## config.mk

```make
export PLATFORM = sky130hd
export DESIGN_NAME = pipeline_stall_controller
export DESIGN_NICKNAME = d
export VERILOG_FILES = /design/src/rtl/pipeline_stall_controller.sv
export SDC_FILE = /design/constraint.sdc
export NUM_CORES = 1
export LEC_CHECK = 0
export ABC_AREA = 1
export BUFFER_PORTS_ARGS = -buffer_cell sky130_fd_sc_hd__buf_4
export CORE_MARGIN = 2
export CORE_UTILIZATION = 50
export CTS_BUF_LIST = sky130_fd_sc_hd__clkbuf_4
export CTS_CLUSTER_DIAMETER = 60
export DETAILED_ROUTE_END_ITERATION = 10
export MAX_ROUTING_LAYER = met4
export PLACE_DENSITY = 0.87
export RECOVER_POWER = 50
export SLEW_MARGIN = 25
export SYNTH_ARGS = -nofsm -noshare
export SYNTH_HDL_FRONTEND = slang
export SYNTH_SLANG_ARGS = --single-unit
export TNS_END_PERCENT = 5
```

## constraint.sdc

```tcl
create_clock -name clk -period 3.64 [get_ports clk]
set_clock_uncertainty 0.15 [all_clocks]
set_input_delay 0.728 -clock clk [delete_from_list [all_inputs] [get_ports clk]]
set_output_delay 0.728 -clock clk [all_outputs]
set_load 0.05 [all_outputs]
```

## src/rtl/pipeline_stall_controller.sv

```systemverilog
// Hazard/stall sequencer for the 5-stage pipeline: load-use bubbles, branch flushes, data-memory wait FSM with watchdog.
// Optional stall performance counter enabled by defining STALL_CNT_EN; otherwise stall_cycles reads as zero.
module pipeline_stall_controller #(
  parameter int unsigned MEM_TIMEOUT = 16
) (
  input  logic        clk,
  input  logic        clr,
  input  logic [4:0]  id_rs,
  input  logic [4:0]  id_rt,
  input  logic        id_use_rs,
  input  logic        id_use_rt,
  input  logic [4:0]  ex_rn,
  input  logic        ex_wreg,
  input  logic        ex_m2reg,
  input  logic        id_branch_taken,
  input  logic        dmem_req,
  input  logic        dmem_ack,
  output logic        pc_write_en,
  output logic        ifid_write_en,
  output logic        ifid_flush,
  output logic        idex_bubble,
  output logic        mem_hold,
  output logic        mem_err,
  output logic [1:0]  state,
  output logic [31:0] stall_cycles
);

  typedef enum logic [1:0] {
    RUN      = 2'b00,
    MEM_WAIT = 2'b01,
    ERR      = 2'b10
  } state_t;

  localparam logic [7:0] TMO_LAST = 8'(MEM_TIMEOUT - 1);

  state_t     cur, nxt;
  logic [7:0] timer, timer_nxt;
  logic       err_r;
  logic       lu, ms;

  assign lu = ex_m2reg && ex_wreg && (ex_rn != 5'd0) &&
              ((id_use_rs && (id_rs == ex_rn)) || (id_use_rt && (id_rt == ex_rn)));

  assign ms = ((cur == RUN) && dmem_req && !dmem_ack) ||
              ((cur == MEM_WAIT) && !dmem_ack);

  always_ff @(posedge clk) begin
    if (clr) begin
      cur   <= RUN;
      timer <= '0;
      err_r <= 1'b0;
    end else begin
      cur   <= nxt;
      timer <= timer_nxt;
      if (nxt == ERR) err_r <= 1'b1;
    end
  end

  always_comb begin
    nxt       = cur;
    timer_nxt = timer;
    case (cur)
      RUN: begin
        if (dmem_req && !dmem_ack) begin
          nxt       = MEM_WAIT;
          timer_nxt = 8'd1;
        end
      end
      MEM_WAIT: begin
        if (dmem_ack || !dmem_req) begin
          nxt       = RUN;
          timer_nxt = '0;
        end else if (timer == TMO_LAST) begin
          nxt = ERR;
        end else begin
          timer_nxt = timer + 8'd1;
        end
      end
      ERR:     nxt = ERR;
      default: begin
        nxt       = RUN;
        timer_nxt = '0;
      end
    endcase
  end

  // Priority chain: clr, ERR, memory stall, load-use, branch; a branch under load-use waits a cycle.
  always_comb begin
    pc_write_en   = 1'b0;
    ifid_write_en = 1'b0;
    ifid_flush    = 1'b0;
    idex_bubble   = 1'b0;
    mem_hold      = 1'b0;
    if (clr) begin
      mem_hold = 1'b0;
    end else if (cur == ERR) begin
      mem_hold = 1'b1;
    end else if (ms) begin
      mem_hold = 1'b1;
    end else if (lu) begin
      idex_bubble = 1'b1;
    end else if (id_branch_taken) begin
      ifid_flush    = 1'b1;
      pc_write_en   = 1'b1;
      ifid_write_en = 1'b1;
    end else begin
      pc_write_en   = 1'b1;
      ifid_write_en = 1'b1;
    end
  end

  assign state   = cur;
  assign mem_err = err_r;

`ifdef STALL_CNT_EN
  logic [31:0] cnt;

  always_ff @(posedge clk) begin
    if (clr) begin
      cnt <= '0;
    end else if ((cur != ERR) && !pc_write_en && (cnt != '1)) begin
      cnt <= cnt + 32'd1;
    end
  end

  assign stall_cycles = cnt;
`else
  assign stall_cycles = '0;
`endif

endmodule

```

==> impl_metrics.toml <==
[cts]
post_cts_resized = 0
clkLatencyLatePin_ns = 0.28
cts_setup_buffers = 0
cts-root-buf = "clkbuf_4"
cts_inserted_buffers = 3
cts_buffer_depth = 2
cts_tree = "yes"
clkTransAtPathRegs_ns = 0.08
cts_hold_buf = 0
clock_sinks = 11
ctsHtreeMaxLevel = 1

[critical_path]
rr_endpoint = "timer[1]"
critical_path.most_common_cell = "nand2_1"
reg2regPathDepth = 8
cpPeakStageDelay_ns = 0.20
cp_max_fo = 4
worst-r2r-setup-slack_ns = 1.75
endpoint_kind = "primary output"
cp.required_ns = 2.76
crit_chain = "buf_4 > inv_1 > nand2_1 > nor2_1 > nor3_1 > nand2_1 > inv_1 > nand2_1 > nor2_1 > buf_4"
path_class = "primary input to primary output"
cp_num_buf_inv = 4
startpoint_type = "primary input"
timing.rr.start = "timer[0]"
crit_family = "simple AND/OR/NAND/NOR gates"
cpMaxStageDelayCell = "buf_4"
crit_arrival_ns = 1.74

[floorplan]
row_count = 17
initial_core_util_pct = 52.9
die_w_um = 52.4
core_sq_mm = 0.00221
die_h_um = 52.4
num_io_pins = 64
dieArea_sq_mm = 0.00275

[cells_and_area]
area_delta_synth_final_pct = 11.0
drive_gt1_share_pct = 14.6
final_nets = 265
fillers = 219
final_cells = 267
antenna_cells = 0

[pwr]
p_sw_w = 0.000167
power_frac_seq_pct = 34.6
p_comb_share_pct = 41.5
p_per_area_mw_per_mm2 = 279
p_int_w = 0.000196
sw_frac_of_total_pct = 46.1
p_leak_nw = 0.785
ir_drop_v = 0.000287
p_clk_share_pct = 24.0

[grt]
grt_usage_pct = 18.2
grt_pass1_vias = 924
antenna_found_initial = 0
grt_pass1_wl_um = 3630
grt_overflow = 0
grt_max_degree = 13

[job]
maxCapViolCount = 0

[timing]
max_freq_ghz = 0.382
finalSetupViolCount = 0
hold_viol_final = 0
slew-limit-headroom_pct = 60.5
final.setup.worst_slack_ns = 1.02
fin_hold_ws_ns = 0.328
worstMarginPinSlew_ns = 0.595
period_minus_slack_ns = 2.62
period_share_pct = 71.9
rsz0062_at_grt = "false"
tns_ns = 0
finalMaxSlewViolations = 0

[route]
wl_per_cell_um = 8.64
routed_wl_um = 2310
postRouteAntennaNets = 0
via_count = 1184
first_pass_iters = 4
vias_per_cell = 4.43
drtIter0Drc = 19
drcViolationCount = 0

[outcome]
status = "complete, no violations"

[yosys]
ys_seq_area_share_pct = 18.8
yosysWarningCount = 0
syn_area_per_cell_sq_um = 5.63
ys_seq_elements = 11
ys_types = 19
syn_area_sq_mm = 0.00117
synth_cells = 208

[placed_design]
hpwl_um = 1890
gp_congestion = 0.845
port_buffers = 31
place_ws_ns = 1.03
dpl.cell_count = 263

[hold_path]
hold_path_depth = 2
hp-class = "register to register"
hp-start = "mem_err"
whs_endpoint = "mem_err"
-- how the worst max path moves through the flow --
stage	startpoint	endpoint	slack, ns	cells past startpoint
final	dmem_ack	ifid_flush	1.02	10
after global routing	dmem_ack	ifid_flush	0.90	10
after CTS	dmem_ack	ifid_flush	1.03	10
after detailed placement	dmem_ack	ifid_flush	1.03	10
after global placement	dmem_req	ifid_flush	1.04	9
after floorplan	state[1]	ifid_flush	0.78	8
-- worst min-delay path, cell delays in order (launching register included) --
cell and delay (ns):
dfxtp_1 0.34, nand2_1 0.06, o21ai_0 0.06
-- power groups by stage --
stage                     logic [W]  registers (W)  clock network, W
final                      0.000150       0.000125         0.0000869
after global routing       0.000161       0.000126         0.0000955
after CTS                  0.000152       0.000125         0.0000886
after detailed placement   0.000152       0.000128                 0
after global placement     0.000151       0.000128                 0
after floorplan            0.000144       0.000130                 0
-- layout make-up --
| class | instances | area [sq um] | area share [%] |
|---|---|---|---|
| Clock buffer | 3 | 22.5 | 1.73 |
| Clock inverter | 1 | 5.00 | 0.385 |
| Inverter | 36 | 135 | 10.4 |
| Multi-Input combinational cell | 157 | 661 | 50.8 |
| Sequential cell | 11 | 220 | 16.9 |
| Tap cell | 28 | 35.0 | 2.69 |
| Timing Repair Buffer | 31 | 221 | 17.0 |
-- Yosys cell counts, drive strengths merged --
| cell | number | share of area (%) |
|---|---|---|
| buf | 33 | 21 |
| or2 | 1 | 0.53 |
| nand4 | 5 | 2.7 |
| nor3 | 2 | 0.85 |
| clkbuf | 2 | 0.75 |
| o21ai | 5 | 2.1 |
| conb | 1 | 0.32 |
| nand3 | 16 | 8.3 |
| ha | 1 | 1.1 |
| dfxtp | 11 | 19 |
| nor2 | 26 | 8.5 |
| inv | 36 | 12 |
| a21oi | 9 | 3.8 |
| nand2 | 60 | 19 |
-- layout by cell type (no fill, tap or decap) --
cell | netlist | routed
a21oi_1 | 9 | 9
nand4_1 | 5 | 5
inv_1 | 36 | 36
clkbuf_4 | 0 | 3
conb_1 | 1 | 32
nor3_1 | 2 | 2
clkbuf_1 | 1 | 3
ha_1 | 1 | 1
nand2_1 | 59 | 59
nand3_2 | 1 | 1
nand2_2 | 1 | 1
clkinv_2 | 0 | 1
or2_2 | 1 | 1
dfxtp_1 | 11 | 11
nor2_1 | 25 | 26
nand3_1 | 14 | 15
o21ai_0 | 5 | 5
buf_4 | 33 | 28
-- layer usage --
layer	share of wire (%)	up-vias	wire length (um)	GRT usage [%]
met5	0	-	0	-
met3	7.6	2	176	6.00
met4	0.52	0	12	3.85
met1	44	512	1010	21.1
met2	48	45	1100	30.6
li1	-	625	-	-
-- registers in the layout (all words and copies together) (netlist names) --
signal and count:
mem_err 1, state 2, timer 8
-- cells by family after synthesis --
logic type	Yosys count	share of synthesized area, %
flops	11	18.8
fa+ha+maj	1	1.07
buf+inv	71	33.4
other cells	1	0.320
compound gates	14	5.98
simple gates	110	40.4
-- per-stage QoR --
step | cell area, sq um | util (%) | power, W
detailed placement | 1300 | 58.7 | 0.000280
finish | 1300 | 58.8 | 0.000363
floorplan | 1290 | - | 0.000273
CTS | 1330 | 60.0 | 0.000366
global placement | 1300 | 58.7 | 0.000279
global route | 1300 | 58.8 | 0.000383
(Power assumes the default switching activity.)
